--- src/rtl/four_bit_1x2_demux_buffered_if.sv ---
// Handshake bundle between the shared 4-bit link, the demux and its two channel consumers.
// The demux side uses the slave modport; the driving/consuming environment uses master.
interface four_bit_1x2_demux_buffered_if #(
  parameter int DEPTH = 4
);
  localparam int CW = $clog2(DEPTH) + 1;

  logic [3:0]    In;
  logic          Select;
  logic          In_valid;
  logic          In_ready;
  logic [3:0]    Out_0;
  logic          Out_0_valid;
  logic          Out_0_ready;
  logic [3:0]    Out_1;
  logic          Out_1_valid;
  logic          Out_1_ready;
  logic [CW-1:0] Count_0;
  logic [CW-1:0] Count_1;

  modport slave (
    input  In, Select, In_valid, Out_0_ready, Out_1_ready,
    output In_ready, Out_0, Out_0_valid, Out_1, Out_1_valid, Count_0, Count_1
  );

  modport master (
    output In, Select, In_valid, Out_0_ready, Out_1_ready,
    input  In_ready, Out_0, Out_0_valid, Out_1, Out_1_valid, Count_0, Count_1
  );
endinterface

--- src/rtl/four_bit_1x2_demux_buffered.sv ---
// 1-to-2 demultiplexer for a time-multiplexed 4-bit stream; each channel is buffered
// in its own DEPTH-entry FIFO and drained independently via valid/ready.
module four_bit_1x2_demux_buffered #(
  parameter int DEPTH = 4
) (
  input  logic clk,
  input  logic rst_n,
  four_bit_1x2_demux_buffered_if.slave bus
);
  localparam int AW = $clog2(DEPTH);
  localparam int CW = AW + 1;

  logic [3:0]    word_out  [2];
  logic [CW-1:0] count_out [2];
  logic [1:0]    valid_out;
  logic [1:0]    full;
  logic [1:0]    pop_ready;

  assign pop_ready = {bus.Out_1_ready, bus.Out_0_ready};

  // Readiness follows only the addressed channel and ignores any same-cycle pop.
  assign bus.In_ready = ~full[bus.Select];

  generate
    for (genvar gi = 0; gi < 2; gi++) begin : g_ch
      logic [3:0]    mem_q [DEPTH];
      logic [AW-1:0] wr_q, wr_d;
      logic [AW-1:0] rd_q, rd_d;
      logic [CW-1:0] cnt_q, cnt_d;
      logic          push;
      logic          pop;

      assign push = bus.In_valid && !full[bus.Select] && (int'(bus.Select) == gi);
      assign pop  = (cnt_q != '0) && pop_ready[gi];

      always_comb begin
        wr_d  = wr_q;
        rd_d  = rd_q;
        cnt_d = cnt_q;
        if (push) wr_d = wr_q + AW'(1);
        if (pop)  rd_d = rd_q + AW'(1);
        if (push && !pop)      cnt_d = cnt_q + CW'(1);
        else if (pop && !push) cnt_d = cnt_q - CW'(1);
      end

      always_ff @(posedge clk or negedge rst_n) begin
        if (!rst_n) begin
          wr_q  <= '0;
          rd_q  <= '0;
          cnt_q <= '0;
        end else begin
          wr_q  <= wr_d;
          rd_q  <= rd_d;
          cnt_q <= cnt_d;
        end
      end

      // Storage carries no reset; stale contents are masked by the occupancy count.
      always_ff @(posedge clk) begin
        if (push) mem_q[wr_q] <= bus.In;
      end

      assign full[gi]      = (cnt_q == CW'(DEPTH));
      assign valid_out[gi] = (cnt_q != '0);
      assign word_out[gi]  = valid_out[gi] ? mem_q[rd_q] : 4'b0000;
      assign count_out[gi] = cnt_q;
    end
  endgenerate

  assign bus.Out_0       = word_out[0];
  assign bus.Out_0_valid = valid_out[0];
  assign bus.Count_0     = count_out[0];
  assign bus.Out_1       = word_out[1];
  assign bus.Out_1_valid = valid_out[1];
  assign bus.Count_1     = count_out[1];
endmodule

--- src/flat_wrapper.sv ---
// flat-port wrapper written by rule: the top's interface ports become plain ports
module four_bit_1x2_demux_buffered_flat 
#(
  parameter int DEPTH = 4
)
  (clk, rst_n, bus_In, bus_Select, bus_In_valid, bus_Out_0_ready, bus_Out_1_ready, bus_In_ready, bus_Out_0, bus_Out_0_valid, bus_Out_1, bus_Out_1_valid, bus_Count_0, bus_Count_1);
  four_bit_1x2_demux_buffered_if #(.DEPTH(DEPTH)) bus_i ();
  input  logic clk;
  input  logic rst_n;
  input wire logic [$bits(bus_i.In)-1:0] bus_In;
  input wire logic [$bits(bus_i.Select)-1:0] bus_Select;
  input wire logic [$bits(bus_i.In_valid)-1:0] bus_In_valid;
  input wire logic [$bits(bus_i.Out_0_ready)-1:0] bus_Out_0_ready;
  input wire logic [$bits(bus_i.Out_1_ready)-1:0] bus_Out_1_ready;
  output wire logic [$bits(bus_i.In_ready)-1:0] bus_In_ready;
  output wire logic [$bits(bus_i.Out_0)-1:0] bus_Out_0;
  output wire logic [$bits(bus_i.Out_0_valid)-1:0] bus_Out_0_valid;
  output wire logic [$bits(bus_i.Out_1)-1:0] bus_Out_1;
  output wire logic [$bits(bus_i.Out_1_valid)-1:0] bus_Out_1_valid;
  output wire logic [$bits(bus_i.Count_0)-1:0] bus_Count_0;
  output wire logic [$bits(bus_i.Count_1)-1:0] bus_Count_1;
  assign bus_i.In = bus_In;
  assign bus_i.Select = bus_Select;
  assign bus_i.In_valid = bus_In_valid;
  assign bus_i.Out_0_ready = bus_Out_0_ready;
  assign bus_i.Out_1_ready = bus_Out_1_ready;
  assign bus_In_ready = bus_i.In_ready;
  assign bus_Out_0 = bus_i.Out_0;
  assign bus_Out_0_valid = bus_i.Out_0_valid;
  assign bus_Out_1 = bus_i.Out_1;
  assign bus_Out_1_valid = bus_i.Out_1_valid;
  assign bus_Count_0 = bus_i.Count_0;
  assign bus_Count_1 = bus_i.Count_1;
  four_bit_1x2_demux_buffered #(.DEPTH(DEPTH)) u_core (.clk(clk), .rst_n(rst_n), .bus(bus_i));
endmodule
--- config.mk ---
export PLATFORM = sky130hd
export DESIGN_NAME = four_bit_1x2_demux_buffered_flat
export DESIGN_NICKNAME = d
export VERILOG_FILES = /design/src/rtl/four_bit_1x2_demux_buffered_if.sv /design/src/rtl/four_bit_1x2_demux_buffered.sv /design/src/flat_wrapper.sv
export SDC_FILE = /design/constraint.sdc
export NUM_CORES = 1
export LEC_CHECK = 0
export BUFFER_PORTS_ARGS = -buffer_cell sky130_fd_sc_hd__buf_2
export CAP_MARGIN = 5
export CORE_ASPECT_RATIO = 1.5
export CORE_UTILIZATION = 60
export DETAILED_ROUTE_END_ITERATION = 6
export PLACE_DENSITY = 0.89
export SLEW_MARGIN = 20
export SYNTH_ARGS = -nofsm -noshare
export SYNTH_HDL_FRONTEND = slang
export SYNTH_SLANG_ARGS = --single-unit
--- constraint.sdc ---
create_clock -name clk -period 4.24 [get_ports clk]
set_input_delay 0.424 -clock clk [delete_from_list [all_inputs] [get_ports clk]]
set_output_delay 0.424 -clock clk [all_outputs]
set_load 0.03 [all_outputs]
Yosys cells after proc, flatten, opt, wreduce, memory -nomap -nowiden --
Memories as Yosys holds them, arrays and structs flattened. Cells that the tools add are included.
Operators by class: $mul 0, $add $sub $neg 8, equal/unequal tests 2, shifts and indexed selects 0, reductions and logical operators 18, bitwise operators 2, order comparisons 1, multiplexer cells 12, divide/modulo/power cells 0
Operators by type and width (count):
- 3-bit 2-to-1 mux | 4
- 1-bit logical AND | 9
- 2-bit by 1-bit adder with 2-bit output, second input constant | 4
- 4-bit 2-to-1 mux | 2
- 3-bit by 1-bit adder with 3-bit output, second input constant | 2
- 3-bit == test, second input constant | 2
- 1-bit 2-to-1 mux | 6
- 3-bit nonzero test | 2
- 3-bit by 1-bit subtractor with 3-bit output, second input constant | 2
- 1-bit logical NOT | 5
- 2-bit nonzero test | 2
- 1-bit by 2-bit < comparator with 1-bit output, second input constant | 1
- 1-bit inverter | 2
Storage, ports and cells: memories kept 2, logic and storage cells 51, bits in read-only memories 0, latch bits 0, input bits 10, output and inout port bits 17, register bits 14, RAM bits 32
Memory list:
- u_core.g_ch[0].mem_q | words 4, bits a word 4, rd ports 1, clocked after memory_dff 0, wr ports 1, RTL line four_bit_1x2_demux_buffered.sv:26 | logic [3:0] mem_q [DEPTH];
- u_core.g_ch[1].mem_q | words 4, bits a word 4, rd ports 1, clocked after memory_dff 0, wr ports 1, RTL line four_bit_1x2_demux_buffered.sv:26

Longest topological paths before layout --
Gate-level depths: netlist (run 1).
word-level depth 10, depth in mapped cells 9, mapped depth without buffers 8

Least setup slack after synthesis (run 1) --
OpenSTA, ideal clock, no wires.
path kind register -> register, from register u_core.g_ch[0].cnt_q[0], in the netlist u_core.bus.Count_0[0], to register u_core.g_ch[0].cnt_q[2], in the netlist u_core.bus.Count_0[2], cell stages (with the launch flop) 10, data arrival time 2195 ps, required time 4160 ps, setup slack 1965 ps, buffers on the path 1, library setup time 80 ps, period minus slack after synthesis 2275 ps, cell sequence dfrtp_1 or3_1 buf_2 nand2_2 ha_1 inv_1 fa_1 xor2_1 nor2_1 xor2_1
On the way: elaborated cells between the ends (all ways) 17, classes of those cells add/sub (2); eq/ne (1); mux (4); reduce/logical (10)
RTL lines:
- from (decl) | RTL line four_bit_1x2_demux_buffered.sv:29 | logic [CW-1:0] cnt_q, cnt_d;
- from (signal assigned) | RTL line four_bit_1x2_demux_buffered.sv:54 | cnt_q <= cnt_d;
- 3-bit nonzero test (*)
- net bus_Out_0_valid | RTL line flat_wrapper.sv:17 | output wire logic [$bits(bus_i.Out_0_valid)-1:0] bus_Out_0_valid;
- 1-bit logical AND (*) | RTL line four_bit_1x2_demux_buffered.sv:34 | assign pop = (cnt_q != '0) && pop_ready[gi];
- 1-bit logical NOT | RTL line four_bit_1x2_demux_buffered.sv:42 | if (push && !pop) cnt_d = cnt_q + CW'(1);
- 1-bit logical AND | RTL line four_bit_1x2_demux_buffered.sv:42
- 3-bit 2-to-1 mux or 2-bit nonzero test (tied branches)
The timed path passes the listed nets; every way through them passes the cells marked *. The select of a mux whose other input is x is not followed. A chain may end at the register's enable or synchronous reset.

Worst setup path after layout (run 1) --
from register u_core.g_ch[0].cnt_q[0], in the netlist u_core.bus.Count_0[0], to register u_core.g_ch[0].cnt_q[2], in the netlist u_core.bus.Count_0[2]
On the way: word-level cells in the longest chain between the ends 9, elaborated cells between the ends (all ways) 17, classes of those cells add/sub (2); eq/ne (1); mux (4); reduce/logical (10)
RTL lines:
- 3-bit == test | RTL line four_bit_1x2_demux_buffered.sv:63 | assign full[gi] = (cnt_q == CW'(DEPTH));
- 1-bit 2-to-1 mux (implied by the code) (2 in series) | RTL line four_bit_1x2_demux_buffered.sv:33 | assign push = bus.In_valid && !full[bus.Select] && (int'(bus.Select) == gi);
- 1-bit logical NOT | RTL line four_bit_1x2_demux_buffered.sv:33
- 1-bit logical AND (2 in series) | RTL line four_bit_1x2_demux_buffered.sv:33
- 1-bit logical NOT | RTL line four_bit_1x2_demux_buffered.sv:43 | else if (pop && !push) cnt_d = cnt_q - CW'(1);
- 1-bit logical AND | RTL line four_bit_1x2_demux_buffered.sv:43
- 2-bit nonzero test (no line)
Several ways; a longest one is shown, not always the timed one. The select of a mux whose other input is x is not followed.

==> results.toml, run 1 <==
[outcome]
status = "finished clean"

[worst_setup_path]
crit_family = "simple AND/OR/NAND/NOR gates"
max_stage_delay_ps = 490
crit_slowest_cell = "or3_1"
cp-end-kind = "flip-flop"
path_cells = "or3_1, nand2_2, ha_1, inv_1, fa_1, xor2_1, nor2_1, xor2_1"
startpoint_type = "flip-flop"
arrival_ps = 2480
cp_max_fo = 7
reg2reg_slack_ps = 1980
required_ps = 4460
critical_path_class = "flip-flop to flip-flop"
cp_common_cell = "xor2_1"
critPathBufInv = 1

[timing]
post-route-period-util = 0.5340
slew_violations = 0
setup_tns_ps = 0
clock_skew_ps = 5.220
slew_headroom = 0.7684
hold_viol_final = 0
rsz0062_at_grt = "no"
period_needed_ps = 2264
setup_viol = 0
tightest_slew_ps = 347.0
fmax_ghz = 0.4417

[clocking]
insertion_delay_ps = 300
cts_resized = 0
cts_made_buffers = 5
clkSlewWorstSetupHoldPaths_ps = 80
post_cts.repair.setup_buffers = 0
ctsHoldBuffers = 0
tritoncts = "done"
htree_levels = 2
clockBufferDepth = 2
root_buffer = "clkbuf_8"
cts_sinks = 46

[final_layout]
final_util = 0.7250
area_delta_synth_final_pct = 11.86
drive_above_1_share = 0.3203
final_nets = 174
antennaDiodeCount = 0

[global_route]
grt_pass1_wl_um = 4954
grt_use_total = 0.1945
overflow = 0
grt_pass1_vias = 1049
grt_max_degree = 15
antenna_found_initial = 0

[detailed_routing]
ant_nets = 0
viasPerCell = 5.497
drt_wl_total_um = 3097
drt-pass1-iter-count = 4
wl_per_cell_um = 16.05
drt_iter0_drc = 17
vias = 1061
drcViolationCount = 0

[flow_run]
max_cap_viol_count = 0

[yosys]
synth.top_cells.by_area = "edfxtp_1, dfrtp_1, mux4_2"
synth_area_um2 = 2088
ys_ff_latch = 46
synth_top_area_frac = 0.4602
synth_cell_type_count = 25
synthCells = 123
postSynthAreaPerCell_um2 = 16.98
yosys_warnings = 0
synth_area_leader_cell = "edfxtp_1"
ys_seq_area_frac = 0.6279
postSynthNetCount = 145

[floorplanning]
rows = 25
io_pins = 27
die_w_um = 50.17
start_util = 0.6482
die_area_um2 = 3725
core_um2 = 3222
die_y_um = 74.26

[placement]
portBuffers = 26
dp_hpwl_um = 2380
place_congestion = 0.6978

[power_and_ir_drop]
peakVddDrop_mv = 0.6361
power.density_nw_per_um2 = 739.7
p_leak_uw = 0.0009072

[hold_path]
min_path_type = "primary input to asynchronous set/reset pin"
stage by stage:
stage | hold WS, ps | instances | power, uW | setup slack (ps) | instance area, um^2
finish | 15.09 | 193 | 1728 | 1976 | 2336
global placement | 330.9 | 185 | 1382 | 2062 | 2230
global route | 35.56 | 193 | 1824 | 1820 | 2336
floorplan | 128.4 | 123 | 1270 | 1965 | 2088
detailed placement | 341.7 | 185 | 1434 | 1980 | 2230
CTS | 16.98 | 193 | 1745 | 1968 | 2336
flip-flops by register name, indices dropped and copies added (netlist names):
signal	count
u_core.g_ch.rd_q	4
u_core.g_ch.mem_q	32
u_core.bus.Count_0	3
u_core.bus.Count_1	3
u_core.g_ch.wr_q	4
path summary, 6_finish.rpt:
kind	from	end	cells past startpoint
max in group asynchronous	rst_n	u_core.g_ch[0].rd_q[0]$_DFFE_PN0P_	1
max	u_core.bus.Count_0[0]$_DFFE_PN0P_	u_core.bus.Count_0[2]$_DFFE_PN0P_	8
min in group clk	bus_Out_1_ready	u_core.g_ch[1].rd_q[0]$_DFFE_PN0P_	3
min reg2reg	u_core.bus.Count_0[2]$_DFFE_PN0P_	u_core.bus.Count_0[2]$_DFFE_PN0P_	1
max reg2reg	u_core.bus.Count_0[0]$_DFFE_PN0P_	u_core.bus.Count_0[2]$_DFFE_PN0P_	8
min	rst_n	u_core.bus.Count_1[0]$_DFFE_PN0P_	1
per-layer routing:
metal / up-vias / track usage / wire length [um]
met1: 522 / 0.2142 / 1184
met2: 34 / 0.3452 / 1715
met5: - / 0 / 0
met3: 10 / 0.05726 / 131
met4: 0 / 0.08571 / 67
li1: 495 / - / -
cell usage after synthesis:
cell,count
a21oi_4,1
a31oi_1,1
and2_1,16
buf_2,1
buf_6,3
dfrtp_1,14
edfxtp_1,32
fa_1,2
ha_1,10
inv_1,6
mux2_1,1
mux2_2,3
mux4_2,8
nand2_1,1
nand2_2,1
nand2_4,1
nand3_1,1
nand3_2,1
nor2_1,3
nor2b_1,1
nor3b_2,1
nor3b_4,1
or3_1,2
xnor2_1,8
xor2_1,4
where the power goes:
group          switching, uW  internal (uW)
Combinational            400            300
Clock                    137            176
Sequential               125            589
area by class of cell:
| class | instances | area [um^2] |
|---|---|---|
| clock inverters | 1 | 30.03 |
| fillers | 210 | 885.9 |
| flip-flops and latches | 46 | 1311 |
| inverters | 6 | 22.52 |
| clock buffers | 7 | 76.32 |
| repair buffers | 26 | 130.1 |
| multi-input cells | 67 | 715.7 |
| well taps | 40 | 50.05 |
worst register-to-register path, cell delays in order, from the launching register on:
cell	delay, ps
dfrtp_1	450
or3_1	490
nand2_2	140
ha_1	190
inv_1	60
fa_1	380
xor2_1	180
nor2_1	120
xor2_1	180
layout by cell type (no fill, tap or decap), types with 2 or more instances in the layout:
cell | Yosys | final
mux2_2 | 3 | 3
inv_1 | 6 | 6
xor2_1 | 4 | 4
clkbuf_8 | 0 | 5
clkbuf_1 | 0 | 2
mux4_2 | 8 | 8
dfrtp_1 | 14 | 14
fa_1 | 2 | 2
buf_2 | 1 | 26
nor2_1 | 3 | 3
edfxtp_1 | 32 | 32
xnor2_1 | 8 | 8
or3_1 | 2 | 2
ha_1 | 10 | 10
and2_1 | 16 | 16
kinds of logic (layout without fill, tap and decap cells):
group,after synthesis,after routing,synth area share
XOR/XNOR,12,12,0.05033
multiplexers,12,12,0.1078
flip-flops,46,46,0.6279
adder cells (fa/ha/maj),12,12,0.07909
AO/OA/AOI/OAI,2,2,0.01079
buffers and inverters,10,40,0.02935
AND/OR/NAND/NOR,29,29,0.09467
Note: power is estimated with default switching activity, not from simulation.
==> inputs of run 2 (changes only) <==
--- a/config.mk
+++ b/config.mk
@@ -5,12 +5,13 @@
 export SDC_FILE = /design/constraint.sdc
 export NUM_CORES = 1
 export LEC_CHECK = 0
+export ABC_AREA = 1
 export BUFFER_PORTS_ARGS = -buffer_cell sky130_fd_sc_hd__buf_2
 export CAP_MARGIN = 5
 export CORE_ASPECT_RATIO = 1.5
-export CORE_UTILIZATION = 60
+export CORE_UTILIZATION = 57
 export DETAILED_ROUTE_END_ITERATION = 6
-export PLACE_DENSITY = 0.89
+export PLACE_DENSITY = 0.86
 export SLEW_MARGIN = 20
 export SYNTH_ARGS = -nofsm -noshare
 export SYNTH_HDL_FRONTEND = slang
==> constraint.sdc (replaced) <==
create_clock -name clk -period 2.2 [get_ports clk]
set_input_delay 0.22 -clock clk [delete_from_list [all_inputs] [get_ports clk]]
set_output_delay 0.22 -clock clk [all_outputs]
set_load 0.03 [all_outputs]
==> results.toml, run 2 <==
[yosys]
synth.top_cells.by_area = "edfxtp_1, dfrtp_1, nor2_1"
ys_ff_latch = 46
synth.most_common_cell = "nor2_1"
yosys_warnings = 0
synthCells = 198
synth_ff_type = "edfxtp_1"
postSynth.asyncResetShare = 0.3043
synth_edf_count = 32
ys_seq_area_frac = 0.6136
postSynthNetCount = 220
synth_top_area_frac = 0.4496
synth_cell_type_count = 18
synth_area_um2 = 2137
postSynthAreaPerCell_um2 = 10.79
synth_area_leader_cell = "edfxtp_1"
synth_common_cells = "nor2_1, edfxtp_1, inv_1, o21ai_0, dfrtp_1"

[worst_setup_path]
cp-end-kind = "flip-flop"
startpoint_type = "flip-flop"
arrival_ps = 2200
required_ps = 2380
cp_max_fo = 4
critical_path_class = "flip-flop to flip-flop"

[clocking]
cts_sinks = 46
root_buffer = "clkbuf_8"
cts_made_buffers = 5
clockBufferDepth = 2
insertion_delay_ps = 290
tritoncts = "done"
htree_levels = 2
clkSlewWorstSetupHoldPaths_ps = 80
cts_resized = 0

[power_and_ir_drop]
peakVddDrop_mv = 1.050
p_total_uw = 3409
power.density_nw_per_um2 = 1414
p_leak_uw = 0.001065

[detailed_routing]
drt_iter0_drc = 24
drt_wl_total_um = 4136
viasPerCell = 5.320
vias = 1463
wl_per_cell_um = 15.04
drcViolationCount = 0
ant_nets = 0
drt-pass1-iter-count = 4

[floorplanning]
die_area_um2 = 4003
die_y_um = 76.99
die_w_um = 52.00
io_pins = 27
rows = 26
core_um2 = 3481
start_util = 0.6139

[final_layout]
fillCellCount = 228
final_util = 0.6927
reg_top3 = "u_core.g_ch.mem_q: 32 flops, u_core.g_ch.rd_q: 4 flops, u_core.g_ch.wr_q: 4 flops"
largest_register_ffs = 32
drive_above_1_share = 0.1974
final_nets = 254
final_common_cell = "nor2_1"
layout_common_cells = "nor2_1, edfxtp_1, inv_1"
largest_register = "u_core.g_ch.mem_q"
antennaDiodeCount = 0
area_delta_synth_final_pct = 12.82

[placement]
place_congestion = 0.7875
portBuffers = 26
dp_hpwl_um = 2860

[timing]
post-route-period-util = 0.9188
period_needed_ps = 2021
fmax_ghz = 0.4947
clock_skew_ps = 3.689
setup_viol = 0
rsz0062_at_grt = "no"
slew_violations = 0
hold_slack_ps = 188.6
tightest_slew_ps = 386.3
hold_viol_final = 0
slew_headroom = 0.7415
setup_tns_ps = 0

[hold_path]
min_path_type = "primary input to flip-flop"

[global_route]
overflow = 0
grt_pass1_vias = 1541
grt_max_degree = 15
antenna_found_initial = 0
grt_pass1_wl_um = 7079
grt_use_total = 0.2448

[outcome]
status = "finished clean"

[flow_run]
max_cap_viol_count = 0
## run 2: changes by cell type after synthesis, sizes merged, moves of 8 or more
cell and delta:
mux4 -8, and2 -16, nor2 +47, o21ai +17, a21oi +10, nand2 +15, inv +22
## run 2: final cells by class
cell class | instances | area, um^2 | area share
Clock buffer | 6 | 72.57 | 0.03010
Timing Repair Buffer | 29 | 155.1 | 0.06435
Multi-Input combinational cell | 122 | 705.7 | 0.2927
Clock inverter | 2 | 8.758 | 0.003633
Inverter | 28 | 105.1 | 0.04359
Sequential cell | 46 | 1311 | 0.5439
Tap cell | 42 | 52.55 | 0.02180
## run 2: path summary, 6_finish.rpt
check                                                   start                            endpoint  slack [ps]  cells past startpoint
max                         u_core.bus.Count_0[0]$_DFFE_PN0P_   u_core.bus.Count_0[1]$_DFFE_PN0P_         180                      8
min                                           bus_Out_1_ready  u_core.g_ch[1].rd_q[0]$_DFFE_PN0P_         190                      3
max reg2reg                 u_core.bus.Count_0[0]$_DFFE_PN0P_   u_core.bus.Count_0[1]$_DFFE_PN0P_         180                      8
min reg2reg                u_core.g_ch[1].wr_q[0]$_DFFE_PN0P_  u_core.g_ch[1].wr_q[0]$_DFFE_PN0P_         540                      2
max in group asynchronous                               rst_n  u_core.g_ch[0].wr_q[1]$_DFFE_PN0P_        1600                      2
min in group asynchronous                               rst_n   u_core.bus.Count_0[2]$_DFFE_PN0P_         350                      2
## run 2: critical path: stages (launching register included)
cell     delay (ps)
dfrtp_1         430
nor2_1          220
nand2_2         120
nand4_2          90
inv_1            50
ha_1            170
inv_1           110
fa_1            440
mux2_2          290
## run 2: metrics by stage
step | std cells | setup WS [ps] | cell area [um^2]
after floorplan | 198 | 87.98 | 2137
after global placement | 266 | 225.0 | 2320
after detailed placement | 266 | 194.6 | 2320
after CTS | 275 | 183.2 | 2411
after global routing | 275 | 65.45 | 2411
final | 275 | 178.6 | 2411
## run 2: logic make-up after synthesis
| logic type | after synthesis | share of synthesized area |
|---|---|---|
| AOI/OAI and AO/OA | 28 | 0.06557 |
| xor gates and xnor gates | 6 | 0.02459 |
| adders and majority gates | 12 | 0.07728 |
| buffers and inverters | 30 | 0.05620 |
| DFF | 46 | 0.6136 |
| muxes | 2 | 0.01054 |
| and+or+nand+nor | 74 | 0.1522 |
## run 2: routing by layer
| metal | wire [um] | global-route usage | vias to the layer above |
|---|---|---|---|
| li1 | - | - | 710 |
| met1 | 1545 | 0.2724 | 707 |
| met2 | 2310 | 0.4192 | 31 |
| met3 | 134 | 0.05159 | 15 |
| met4 | 145 | 0.1297 | 0 |
| met5 | 0 | 0 | - |
## run 2: power breakdown
part | switching [uW] | internal (uW)
Clock | 257 | 218
Combinational | 1070 | 517
Sequential | 217 | 1130
Total | 1550 | 1860
## run 2: repair_timing
action	CTS	global route
hold buffers	1	0
hold endpoints to repair	14	0
buffers inserted	0	0
==> inputs of run 3 (changes only) <==
--- a/config.mk
+++ b/config.mk
@@ -9,9 +9,9 @@
 export BUFFER_PORTS_ARGS = -buffer_cell sky130_fd_sc_hd__buf_2
 export CAP_MARGIN = 5
 export CORE_ASPECT_RATIO = 1.5
-export CORE_UTILIZATION = 57
+export CORE_UTILIZATION = 45
 export DETAILED_ROUTE_END_ITERATION = 6
-export PLACE_DENSITY = 0.86
+export PLACE_DENSITY = 0.72
 export SLEW_MARGIN = 20
 export SYNTH_ARGS = -nofsm -noshare
 export SYNTH_HDL_FRONTEND = slang
==> results.toml, run 3 (same netlist as run 2, synthesis figures left out) <==
[outcome]
status = "finished clean"

[floorplanning]
die_w_um = 58.27
die_area_um2 = 5034
die_y_um = 86.40
rows = 30
start_util = 0.4705
io_pins = 27
core_um2 = 4542

[global_route]
met1_usage = 0.1747
busiest_layer = "met2"
grt_pass1_vias = 1352
grt_use_met2 = 0.2790
overflow = 0
grt.met3_usage = 0.02985
grt_use_total = 0.1593
grt_pass1_wl_um = 5906
antenna_found_initial = 0
grt_max_degree = 15

[final_layout]
largest_register = "u_core.g_ch.mem_q"
antennaDiodeCount = 0
area_delta_synth_final_pct = 15.46
reg_top3 = "u_core.g_ch.mem_q: 32 flops, u_core.g_ch.rd_q: 4 flops, u_core.g_ch.wr_q: 4 flops"
layout_common_cells = "nor2_1, edfxtp_1, inv_1"
final_util = 0.5433
drive_above_1_share = 0.2017
fin_area_um2 = 2467
final_common_cell = "nor2_1"
largest_register_ffs = 32
final_nets = 254

[flow_run]
max_cap_viol_count = 0

[worst_setup_path]
startpoint_type = "flip-flop"
max_stage_delay_ps = 440
cp-end-kind = "flip-flop"
critPathBufInv = 2
arrival_ps = 2230
required_ps = 2390
cp_common_cell = "inv_1"
critical_path_class = "flip-flop to flip-flop"
crit_slowest_cell = "dfrtp_1"
crit_family = "adder cells"
cp_max_fo = 4
path_cells = "nor2_1, nand2_2, nand4_2, inv_1, ha_1, inv_1, fa_1, mux2_2"

[clocking]
post_cts.repair.setup_buffers = 0
clockBufferDepth = 2
root_buffer = "clkbuf_8"
cts_made_buffers = 5
clkSlewWorstSetupHoldPaths_ps = 80
insertion_delay_ps = 300
tritoncts = "done"
htree_levels = 2
cts_sinks = 46

[timing]
rsz0062_at_grt = "no"
slew_headroom = 0.7506
worst_slack_ps = 152.9
tightest_slew_ps = 372.7
fmax_ghz = 0.4885
setup_tns_ps = 0
setup_viol = 0
slew_violations = 0
period_needed_ps = 2047
post-route-period-util = 0.9305
hold_viol_final = 0
clock_skew_ps = 3.817
hold_slack_ps = 193.5

[placement]
pre_cts_ws_ps = 178.0
place_congestion = 0.8085
portBuffers = 26
dp_hpwl_um = 2702
placedInstanceArea_um2 = 2347

[detailed_routing]
ant_nets = 0
drt_wl_total_um = 3535
vias = 1388
drt-pass1-iter-count = 4
drt_iter0_drc = 25
drcViolationCount = 0
wl_per_cell_um = 11.90
viasPerCell = 4.673

[power_and_ir_drop]
p_leak_uw = 0.001074
power.density_nw_per_um2 = 1403
peakVddDrop_mv = 0.7140

[hold_path]
min_path_type = "primary input to flip-flop"
==> run 3: layout make-up <==
type                    count  area [um^2]
fillers                   400         2074
clock inverters             2        37.54
multi-input cells         122        705.7
repair buffers             29        155.1
well taps                  64        80.08
clock buffers               6        72.57
flip-flops and latches     46         1311
inverters                  28        105.1
==> run 3: final timing paths <==
| kind | start | endpoint | slack [ps] | cells past startpoint |
|---|---|---|---|---|
| setup / recovery | u_core.bus.Count_0[0]$_DFFE_PN0P_ | u_core.bus.Count_0[1]$_DFFE_PN0P_ | 150 | 8 |
| hold / removal | bus_Out_0_ready | u_core.g_ch[0].rd_q[0]$_DFFE_PN0P_ | 190 | 3 |
| setup reg to reg | u_core.bus.Count_0[0]$_DFFE_PN0P_ | u_core.bus.Count_0[1]$_DFFE_PN0P_ | 150 | 8 |
| hold reg to reg | u_core.g_ch[0].wr_q[1]$_DFFE_PN0P_ | u_core.g_ch[0].wr_q[1]$_DFFE_PN0P_ | 540 | 2 |
| max in group asynchronous | rst_n | u_core.g_ch[0].rd_q[1]$_DFFE_PN0P_ | 1590 | 2 |
| min in group asynchronous | rst_n | u_core.g_ch[1].rd_q[0]$_DFFE_PN0P_ | 360 | 2 |
==> run 3: what timing repair did <==
item | in CTS | in global routing
gates resized for setup | 0 | 0
hold buffers | 1 | 0
hold endpoints to repair | 14 | 0
==> run 3: metal layers <==
metal / vias to the layer above / routed length (um)
met1: 641 / 1393
li1: 711 / -
met5: - / 0
met2: 24 / 1919
met4: 0 / 119
met3: 12 / 103
==> run 3: report_power, final <==
| group | leakage (uW) | internal [uW] | switching (uW) |
|---|---|---|---|
| Combinational | 0.000567 | 505 | 1020 |
| Clock | 0.0000514 | 339 | 269 |
| Sequential | 0.000455 | 1130 | 202 |
| Total | 0.00107 | 1970 | 1490 |
==> run 3: tightest hold or removal path, stage by stage <==
cell	delay, ps
buf_2	90
a21oi_1	60
nor2_1	80
==> run 3: per-stage QoR <==
step           total power (uW)  instances
3_5_place_dp               2880        288
5_1_grt                    3708        297
6_report                   3461        297
2_1_floorplan              2481        198
4_1_cts                    3493        297
3_3_place_gp               2846        288
